==> config.mk <==
export PLATFORM = sky130hd
export DESIGN_NAME = ball_rally_fsm
export DESIGN_NICKNAME = d
export VERILOG_FILES = /design/src/rtl/game_pkg.sv /design/src/rtl/btn_sync_edge.sv /design/src/rtl/ball_rally_fsm.sv
export SDC_FILE = /design/constraint.sdc
export NUM_CORES = 1
export LEC_CHECK = 0
export ABC_CLOCK_PERIOD_IN_PS = 2300
export CAP_MARGIN = 20
export CORE_ASPECT_RATIO = 1.5
export CORE_MARGIN = 2
export CORE_UTILIZATION = 46
export CTS_CLUSTER_SIZE = 14
export DETAILED_ROUTE_END_ITERATION = 10
export HOLD_SLACK_MARGIN = 0.05
export PLACE_DENSITY = 0.81
export SYNTH_ARGS = -nofsm -noshare
export SYNTH_HDL_FRONTEND = slang
export SYNTH_SLANG_ARGS = --single-unit
==> constraint.sdc <==
create_clock -name clk_in -period 2.3 [get_ports clk_in]
set_input_delay 0.69 -clock clk_in [delete_from_list [all_inputs] [get_ports clk_in]]
set_output_delay 0.69 -clock clk_in [all_outputs]
set_load 0.02 [all_outputs]
==> src/rtl/game_pkg.sv <==
// Shared types for the ball rally game logic.
// Holds the rally state encoding and player identifiers.
package game_pkg;

  typedef enum logic [2:0] {
    SERVE_WAIT,
    MOVE_A,
    MOVE_B,
    POINT,
    GAME_OVER
  } rally_state_t;

  localparam logic PLAYER_A = 1'b0;
  localparam logic PLAYER_B = 1'b1;

endpackage

==> src/rtl/btn_sync_edge.sv <==
// Two-flop synchroniser plus registered rising-edge pulse.
// Ports: clk_in, rst_n (sync, active-low), btn (async pin), pulse (1 cycle).
module btn_sync_edge (
  input  logic clk_in,
  input  logic rst_n,
  input  logic btn,
  output logic pulse
);

  logic meta;
  logic sync;
  logic syncQ;

  // pulse rises three clk_in edges after the pin edge
  always_ff @(posedge clk_in) begin
    if (!rst_n) begin
      meta  <= 1'b0;
      sync  <= 1'b0;
      syncQ <= 1'b0;
      pulse <= 1'b0;
    end else begin
      meta  <= btn;
      sync  <= meta;
      syncQ <= sync;
      pulse <= sync & ~syncQ;
    end
  end

endmodule

==> src/rtl/ball_rally_fsm.sv <==
// Ball rally game FSM: one-hot ball, paddle hits, scores, winner.
// Ports: clk_in, rst_n, game_tick, buttons in; ball_pos, scores, state flags out.
module ball_rally_fsm
  import game_pkg::*;
#(
  parameter int NUM_POS   = 8,
  parameter int SCORE_W   = 4,
  parameter int WIN_SCORE = 9
) (
  input  logic               clk_in,
  input  logic               rst_n,
  input  logic               game_tick,
  input  logic               serve_btn,
  input  logic               hit_btn_a,
  input  logic               hit_btn_b,
  output logic [NUM_POS-1:0] ball_pos,
  output logic [SCORE_W-1:0] score_a,
  output logic [SCORE_W-1:0] score_b,
  output logic               server,
  output logic               game_over,
  output logic               winner
);

  localparam int PW = $clog2(NUM_POS);
  localparam logic [PW-1:0] LAST = PW'(NUM_POS - 1);
  localparam logic [PW-1:0] FIRST = '0;
  localparam logic [PW-1:0] ONE_P = PW'(1);
  localparam logic [SCORE_W-1:0] WIN = SCORE_W'(WIN_SCORE);
  localparam logic [SCORE_W-1:0] ONE_S = SCORE_W'(1);
  localparam logic [NUM_POS-1:0] LED0 = NUM_POS'(1);

  logic servePulse;
  logic hitA;
  logic hitB;
  logic tickQ;
  logic step;

  rally_state_t state;
  rally_state_t stateN;
  logic [PW-1:0] pos;
  logic [PW-1:0] posN;
  logic [SCORE_W-1:0] scoreA;
  logic [SCORE_W-1:0] scoreAN;
  logic [SCORE_W-1:0] scoreB;
  logic [SCORE_W-1:0] scoreBN;
  logic serverQ;
  logic serverN;
  logic winnerQ;
  logic winnerN;

  btn_sync_edge uServe (
    .clk_in (clk_in),
    .rst_n  (rst_n),
    .btn    (serve_btn),
    .pulse  (servePulse)
  );

  btn_sync_edge uHitA (
    .clk_in (clk_in),
    .rst_n  (rst_n),
    .btn    (hit_btn_a),
    .pulse  (hitA)
  );

  btn_sync_edge uHitB (
    .clk_in (clk_in),
    .rst_n  (rst_n),
    .btn    (hit_btn_b),
    .pulse  (hitB)
  );

  // game_tick is already in the clk_in domain
  assign step = game_tick & ~tickQ;

  always_ff @(posedge clk_in) begin
    if (!rst_n) begin
      tickQ   <= 1'b0;
      state   <= SERVE_WAIT;
      pos     <= FIRST;
      scoreA  <= '0;
      scoreB  <= '0;
      serverQ <= PLAYER_A;
      winnerQ <= PLAYER_A;
    end else begin
      tickQ   <= game_tick;
      state   <= stateN;
      pos     <= posN;
      scoreA  <= scoreAN;
      scoreB  <= scoreBN;
      serverQ <= serverN;
      winnerQ <= winnerN;
    end
  end

  always_comb begin
    stateN  = state;
    posN    = pos;
    scoreAN = scoreA;
    scoreBN = scoreB;
    serverN = serverQ;
    winnerN = winnerQ;
    unique case (state)
      SERVE_WAIT: begin
        posN = (serverQ == PLAYER_B) ? LAST : FIRST;
        if (servePulse) begin
          stateN = (serverQ == PLAYER_B) ? MOVE_A : MOVE_B;
        end
      end
      MOVE_B: begin
        // a return beats a coincident step: reverse, stay put
        if (hitB && pos == LAST) begin
          stateN = MOVE_A;
        end else if (step) begin
          if (pos != LAST) begin
            posN = pos + ONE_P;
          end else begin
            scoreAN = scoreA + ONE_S;
            serverN = PLAYER_B;
            stateN  = POINT;
          end
        end
      end
      MOVE_A: begin
        if (hitA && pos == FIRST) begin
          stateN = MOVE_B;
        end else if (step) begin
          if (pos != FIRST) begin
            posN = pos - ONE_P;
          end else begin
            scoreBN = scoreB + ONE_S;
            serverN = PLAYER_A;
            stateN  = POINT;
          end
        end
      end
      POINT: begin
        if (step) begin
          if (scoreA == WIN) begin
            stateN  = GAME_OVER;
            winnerN = PLAYER_A;
            posN    = FIRST;
          end else if (scoreB == WIN) begin
            stateN  = GAME_OVER;
            winnerN = PLAYER_B;
            posN    = LAST;
          end else begin
            stateN = SERVE_WAIT;
            posN   = (serverQ == PLAYER_B) ? LAST : FIRST;
          end
        end
      end
      GAME_OVER: begin
        if (servePulse) begin
          stateN  = SERVE_WAIT;
          scoreAN = '0;
          scoreBN = '0;
          serverN = PLAYER_A;
          winnerN = PLAYER_A;
          posN    = FIRST;
        end
      end
      default: begin
        stateN = SERVE_WAIT;
      end
    endcase
  end

  always_comb begin
    ball_pos = '0;
    if (state != POINT) begin
      ball_pos = LED0 << pos;
    end
  end

  assign score_a   = scoreA;
  assign score_b   = scoreB;
  assign server    = serverQ;
  assign game_over = (state == GAME_OVER);
  assign winner    = winnerQ;

endmodule

==> metrics.yaml <==
ant_nets: 0
cts_buffers: 5
wl_mm: 3.50
cts-root-buf: "clkbuf_8"
hp-class: "reg2reg"
synth-seq-area-share_pct: 37.9
final.period_utilization_pct: 97.5
drt_iter0_markers: 57
ctsHoldBuffers: 0
status: "finished clean"
place.gp.congestion: 0.898
clk_latency_ns: 0.28
fin_util_pct: 61.6
antenna_found_initial: 0
netlist_area_sq_um: 1530
vias: 1440
critical_path_class: "reg2out"
tightest_slew_ns: 0.477
clockBufferDepth: 2
rrSetupSlack_ns: 0.25
ys_ff_latch: 29
drive_above_1_share_pct: 15.7
route.detailed.drc: 0
skew_ns: 0.00973
cts_tree: "yes"
cpMaxStageDelayCell: "dfxtp_1"
power_per_cell_area_nw_per_um2: 719
postSynthCellCount: 182
place_hpwl_mm: 2.53
whs_path_depth: 1
cp_data_required_time_ns: 1.61
path_clk_slew_ns: 0.06
grt_pass1_vias: 1333
grt_max_degree: 16
die-area_sq_um: 3820
drv_slew: 0
ys_async_sr_fraction_pct: 0
cp-start-kind: "register"
core-area_sq_um: 3160
io_buffers: 24
synth-main-ff-cell: "dfxtp_1"
synth.net_count: 193
critPathLaunch: "state[2]"
yosysWarningCount: 0
r2r_end: "score_b[1]"
antenna_cells: 0
nFillCells: 280
start_util_pct: 48.5
overflow: 0
via_per_inst: 5.63
synth_area_per_cell_sq_um: 8.42
max_freq_mhz: 446
dpl_worst_slack_ns: -0.0938
wl_per_cell_microns: 13.7
instances_no_fill: 256
dp.cells: 249
final-hold-violation-count: 0
io_pins: 25
h-tree-depth: 2
timing.hold.ws_ns: 0.380
cp_top_family: "simple AND/OR/NAND/NOR gates"
leakage_nw: 0.799
crit_arrival_ns: 1.55
holdPathEnd: "uHitA.pulse"
drv_cap: 0
cp_cell_sequence: "and3b_1 -> or2_2 -> nor2_1 -> clkdlybuf4s15_1"
peakVddDrop_mv: 0.564
crit-reg2reg-launch: "pos[1]"
min_period_ns: 2.24
rows: 25
crit_path_end_kind: "primary output"
maxSlewHeadroom_pct: 67.9
multi_input_area_sq_um: 877
nets: 227
fin_setup_tns_ns: 0
first_pass_iters: 4
synth_cell_types: 49
reg2regPathDepth: 6
seqCellArea_sq_um: 582
die_width_microns: 51.1
rsz0062_at_grt: "no"
setup_viol: 0
critPathMaxStageDelay_ns: 0.35
synth_edf_count: 0
track_usage_pct: 20.1
grt_pass1_wl_mm: 5.77
area_growth_pct: 27.0
worstHoldStart: "uHitA.syncQ"
crit_fanout: 4
crit_buf_inv: 1
setup_ws_ns: 0.0566
clock-sinks: 29
die_h_microns: 74.7
-- worst max path at each step --
stage	end	slack [ns]	cells after the start
2_1_floorplan	ball_pos[0]	0.06	4
3_3_place_gp	score_b[1]	-0.06	6
3_5_place_dp	score_b[2]	-0.09	6
4_1_cts	ball_pos[3]	0.01	4
5_1_grt	ball_pos[3]	0.002	4
6_report	ball_pos[3]	0.06	4
-- worst reg2reg max path: cells and delay by family (launching register included) --
kind,cells,cell delay (ns)
buf+inv,1,0.19
flops,1,0.39
mux,1,0.21
simple gates,3,0.90
compound gates,1,0.24
-- cells in the final DEF, fill, tap and decap left out, types with 2 or more instances in the layout --
cell type,synthesis,routed
dfxtp_1,29,28
nor2_1,27,27
clkdlybuf4s50_1,0,15
buf_4,1,14
and2_1,10,10
nand2_1,9,9
nand2b_1,7,7
a21oi_1,7,7
nor3_1,6,6
clkbuf_8,0,6
inv_1,5,5
nand3_1,5,5
mux2i_1,5,5
nor2b_1,5,5
ha_1,5,5
dlygate4sd2_1,0,5
o21ai_0,5,4
a211oi_1,4,4
nor4_1,3,3
o22ai_1,3,3
or2_2,2,2
nor3b_1,2,2
a221oi_1,2,2
o21bai_1,2,2
a21o_1,2,2
a32o_1,2,2
a31oi_1,2,2
xnor2_1,2,2
clkdlybuf4s15_1,0,2
-- power breakdown --
group | switching (mW) | internal (mW) | total, mW | leakage, nW
Sequential | 0.0383 | 0.533 | 0.571 | 0.237
Clock | 0.180 | 0.237 | 0.417 | 0.0443
Combinational | 0.224 | 0.187 | 0.411 | 0.518
-- stage by stage --
stage / area, sq um / total power, mW
6_report: 1950 / 1.40
3_5_place_dp: 1870 / 1.01
3_3_place_gp: 1870 / 1.00
4_1_cts: 1950 / 1.41
5_1_grt: 1950 / 1.48
2_1_floorplan: 1530 / 0.869
-- synth_stat cells, types with 3 or more instances --
master	count	area, sq um
mux2i_1	5	50.1
nand3_1	5	25.0
nor2_1	27	101
nand2b_1	7	43.8
inv_1	5	18.8
nand2_1	9	33.8
nor2b_1	5	31.3
o22ai_1	3	18.8
nor4_1	3	18.8
and2_1	10	62.6
a211oi_1	4	30.0
a21oi_1	7	35.0
nor3_1	6	30.0
o21ai_0	5	25.0
buf_2	3	15.0
clkbuf_1	5	18.8
ha_1	5	62.6
dfxtp_1	29	581
-- registers in the layout, summed over array words and instances (netlist names) --
signal	count
uHitB.meta	1
uHitB.pulse	1
uHitA.syncQ	1
uHitB.sync	1
pos	3
uServe.syncQ	1
uHitA.sync	1
uHitA.meta	1
score_a	4
state	3
uServe.sync	1
score_b	4
uHitA.pulse	1
uServe.meta	1
winner	1
tickQ	1
server	1
uServe.pulse	1
uHitB.syncQ	1
-- routing by layer --
layer	routed length (microns)	GRT usage, %
met4	65	10.5
met5	0	0
met3	161	4.76
met1	1410	20.6
met2	1860	37.2
-- kinds of logic after synthesis --
| group | Yosys count | synth area share (%) |
|---|---|---|
| adders and majority gates | 5 | 4.08 |
| buffers and inverters | 17 | 5.14 |
| DFF | 29 | 37.9 |
| muxes | 5 | 3.27 |
| xor gates and xnor gates | 3 | 1.71 |
| AOI/OAI and AO/OA | 38 | 18.3 |
| and+or+nand+nor | 85 | 29.6 |
-- what timing repair did --
item                                    4_1_cts  5_1_grt
setup buffers                                 0        0
endpoints found under the setup margin        9        4
resized for setup                            15        5
-- area by class of cell --
cell class | instances | share of cell area [%]
multi-input cells | 136 | 45.1
flip-flops and latches | 29 | 29.9
repair buffers | 38 | 16.9
clock buffers | 7 | 4.43
well taps | 40 | 2.57
inverters | 6 | 1.16
(Power assumes the default switching activity.)
==> RTL edit 1: new RTL, config.mk and constraints unchanged <==
Re-encode `rally_state_t` (5 states) as one-hot, 5 bits wide.
--- a/src/rtl/game_pkg.sv
+++ b/src/rtl/game_pkg.sv
@@ -3,10 +3,10 @@
 package game_pkg;
 
-  typedef enum logic [2:0] {
-    SERVE_WAIT,
-    MOVE_A,
-    MOVE_B,
-    POINT,
-    GAME_OVER
+  typedef enum logic [4:0] {
+    SERVE_WAIT = 5'b00001,
+    MOVE_A     = 5'b00010,
+    MOVE_B     = 5'b00100,
+    POINT      = 5'b01000,
+    GAME_OVER  = 5'b10000
   } rally_state_t;
 
Behaviour: no difference found for any inputs over 10 cycles, from zero or initial values and one cycle with rst_n low; not proved beyond that.
==> RTL edit 1 against the original RTL <==
- cell area up 16%
- sequential cell count up 2
- setup slack better by 0.035 ns
- combinational power up 100%
- area after synthesis up 13%
- largest cell class unchanged
- wire length up 17%
- total power up 39%
- worst hold slack better by 0.0015 ns
==> RTL edit 1: results (changes against the original RTL) <==
metric	value	unit	change
status	finished, final reports clean		unchanged
place_inst	274		was 249
place_area	2160	sq um	was 1870 sq um
synth_common_cells	31 x dfxtp_1, 19 x nor2_1, 15 x nand2_1, 13 x and2_1, 7 x nor2b_1		was 29 x dfxtp_1, 27 x nor2_1, 10 x and2_1, 9 x nand2_1
wl_met2	2160	um	was 1860 um
fin_hold_ws	0.381	ns	was 0.380 ns
post-place-ws	-0.186	ns	was -0.0938 ns
synthTopCellsByArea	dfxtp_1 36%, and2_1 4.7%, nor2_1 4.1%		was dfxtp_1 38%, nor2_1 6.6%, and2_1 4.1%
routabilityCongestion	0.928		was 0.898
grt_pass1_wl	6790	um	was 5770 um
grt_use_met3	0.0338		was 0.0476
drive_gt1_frac	0.251		was 0.157
min_period	2.21	ns	was 2.24 ns
dr_wl_met3	117	um	was 161 um
fin_skew	0.00409	ns	was 0.00973 ns
max-slew-margin-rel	0.661		was 0.679
nets	249		was 227
syn_nets	200		was 193
cts_resized	10		was 15
use_met1	0.236		was 0.206
rr_startpoint	state[3]		was pos[1]
detail_route.wl_per_cell	14.5	um	was 13.7 um
synth_seq_area_share	0.358		was 0.379
reg2reg_to	state[1]		was score_b[1]
vias	1552		was 1440
grt.total_usage	0.219		was 0.201
syn_inst	189		was 182
cp_max_fo	6		was 4
power_leakage	0.923	nW	was 0.799 nW
nFillCells	319		was 280
p_per_area	857	nW/um^2	was 719 nW/um^2
post-dp-hpwl	3180	um	was 2530 um
rr_worst_depth	7		was 6
## RTL edit 1: cell types whose count changed in the layout (fill, tap and decap cells not counted), moves of 3 or more
cell and delta:
o22ai_1 -3, o31ai_1 +4, mux2i_1 -3, nand2_1 +6, nor4_1 -3, nand4_1 +3
a22oi_1 +3, buf_4 +15, xnor2_1 +3, nor2_1 -8, dfxtp_1 +3
## RTL edit 1: power by group
group / internal, mW / switching, mW / total [mW]
sequential: 0.587 / 0.0584 / 0.646
clock: 0.272 / 0.204 / 0.475
combinational: 0.384 / 0.437 / 0.821
total: 1.24 / 0.699 / 1.94
## RTL edit 1: worst reg2reg max path, cell delays in order (launching register included)
cell	delay [ns]
dfxtp_1	0.36
buf_4	0.17
or3_4	0.41
nor2_1	0.25
a22oi_1	0.16
o211ai_2	0.25
buf_4	0.17
mux2i_1	0.20
## RTL edit 1: worst max-delay path by stage
stage | end | depth (start not counted) | start
finish | ball_pos[1] | 4 | state[3]
global route | ball_pos[1] | 4 | state[2]
CTS | game_over | 4 | state[2]
detailed placement | pos[1] | 6 | game_tick
global placement | score_b[3] | 6 | game_tick
floorplan | ball_pos[1] | 4 | state[3]
## RTL edit 1: layout make-up
type / count / share of cell area
multi-input cells: 144 / 0.457
flip-flops and latches: 31 / 0.274
repair buffers: 53 / 0.194
clock buffers: 7 / 0.0425
well taps: 43 / 0.0237
inverters: 3 / 0.00497
clock inverters: 1 / 0.00331
## RTL edit 1: kinds of logic (layout without fill, tap and decap cells)
family | Yosys count | in the layout | synth area share
adders and majority gates | 5 | 5 | 0.0361
xor gates and xnor gates | 8 | 8 | 0.0404
AOI/OAI and AO/OA | 39 | 39 | 0.189
DFF | 31 | 31 | 0.358
buffers and inverters | 14 | 64 | 0.0527
muxes | 2 | 2 | 0.0116
and+or+nand+nor | 90 | 90 | 0.312
==> RTL edit 2: new RTL, same settings <==
Without the edit above. Set the parameter `SCORE_W` to 3 (it was 4).
--- a/src/rtl/ball_rally_fsm.sv
+++ b/src/rtl/ball_rally_fsm.sv
@@ -5,5 +5,5 @@
 #(
   parameter int NUM_POS   = 8,
-  parameter int SCORE_W   = 4,
+  parameter int SCORE_W   = 3,
   parameter int WIN_SCORE = 9
 ) (
Ports: changed (resized score_a and score_b); port bits go from 25 to 23. The function was not compared with the original's and may differ.
==> RTL edit 2 against the original RTL <==
- non-clock buffer count shrank 8
- wire length is 12% lower
- critical path depth shrank 1
- area after synthesis decreased by 6.8%
- cell area down 10%
- setup slack improved by 0.021 ns
- total power grew 2.2%
- count of clock-buffer cells in the layout fell by 3
- sequential cell count shrank 2
- critical path type unchanged
- largest power group is now combinational cells
==> RTL edit 2: results (changes against the original RTL) <==
metric	value	unit	change
cts_buffers	3		was 5
totalWireLength	3070	um	was 3500 um
post-place-ws	0.0773	ns	was -0.0938 ns
yosys_most_used_dff	dfxtp_1		unchanged
crit_path_max_incr_delay	0.59	ns	was 0.35 ns
synth_common_cells	27 x dfxtp_1, 12 x and2_1, 12 x nand2_1, 12 x nand2b_1		was 29 x dfxtp_1, 27 x nor2_1, 10 x and2_1, 9 x nand2_1
clk_pin_slew_worst_paths	0.09	ns	was 0.06 ns
grt.total_usage	0.183		was 0.201
diodes	0		unchanged
finalNonFillerCells	227		was 256
power_leakage	0.707	nW	was 0.799 nW
peakVddDrop	0.000662	V	was 0.000564 V
syn_nets	176		was 193
antenna_found_initial	0		unchanged
synth_seq_area_share	0.378		was 0.379
nFillCells	283		was 280
grt_pass1_wl	5220	um	was 5770 um
worstSkewPairLatency	0.27	ns	
status	finished, final reports clean		unchanged
io_buffers	22		was 24
hp-class	reg2reg		unchanged
drtIter0Drc	20		was 57
clk_path_buf_depth	2		unchanged
fin_skew	0.00386	ns	was 0.00973 ns
cp_max_fo	17		was 4
htree_num_levels	1		was 2
nets	200		was 227
routabilityCongestion	0.962		was 0.898
synthTopCellsByArea	dfxtp_1 38%, and2_1 5.3%, nand2b_1 5.3%		was dfxtp_1 38%, nor2_1 6.6%, and2_1 4.1%
cts_root_buffer	clkbuf_8		unchanged
worst_slew_pin_slew	0.406	ns	was 0.477 ns
cp_data_arrival_time	1.53	ns	was 1.55 ns
post-dp-hpwl	2400	um	was 2530 um
drive_gt1_frac	0.0745		was 0.157
vias	1299		was 1440
place_area	1710	sq um	was 1870 sq um
grt_max_degree	21		was 16
yosysWarnings	0		unchanged
synthArstFlopShare	0		unchanged
ys_types	42		was 49
place_inst	223		was 249
avgSynthCellArea	8.66	sq um	was 8.42 sq um
drt_pass1_iterations	4		unchanged
critPathSlowestCell	clkdlybuf4s50_1		was dfxtp_1
-- RTL edit 2: timing repair --
item	in CTS	in global routing
endpoints found under the setup margin	8	0
gates resized for setup	8	0
hold endpoints to repair	0	0
buffers inserted	0	0
-- RTL edit 2: critical path, delay by kind of cell, from the launching register on --
kind / cells / cell delay (ns)
simple gates: 1 / 0.14
buf+inv: 2 / 0.78
flops: 1 / 0.33
-- RTL edit 2: worst paths after layout --
| path | from | to | slack (ns) | cells after the start |
|---|---|---|---|---|
| worst min-delay path | uHitB.syncQ | uHitB.pulse | 0.39 | 1 |
| worst max-delay path | state[2] | game_over | 0.08 | 3 |
| worst max register to register | pos[1] | score_b[2] | 0.31 | 5 |
| worst min register to register | uHitB.syncQ | uHitB.pulse | 0.39 | 1 |
-- RTL edit 2: cell type report --
class / instances / area, sq um / area share
multi-input cells: 123 / 825 / 0.473
flip-flops and latches: 27 / 541 / 0.310
repair buffers: 30 / 270 / 0.155
well taps: 39 / 48.8 / 0.0280
clock buffers: 4 / 45.0 / 0.0258
inverters: 4 / 15.0 / 0.00861
-- RTL edit 2: kinds of logic (layout without fill, tap and decap cells) --
group                    after synthesis  in the layout  synth area share
multiplexers                           6              6            0.0438
adder cells (fa/ha/maj)                5              5            0.0490
AO/OA/AOI/OAI                         31             31             0.154
flip-flops                            27             27             0.378
XOR/XNOR                               1              1           0.00613
buffers and inverters                 15             38            0.0447
AND/OR/NAND/NOR                       80             80             0.324
-- RTL edit 2: per-layer routing --
metal  global-route usage  routed length [um]
met3               0.0288                 125
met1                0.199                1230
met4               0.0772                 115
met5                    0                   0
met2                0.345                1600
-- RTL edit 2: where the power goes --
part           leakage (nW)  switching [mW]  internal [mW]
clock                0.0228           0.140          0.124
sequential            0.220          0.0392          0.509
combinational         0.464           0.349          0.269
total                 0.707           0.528          0.902
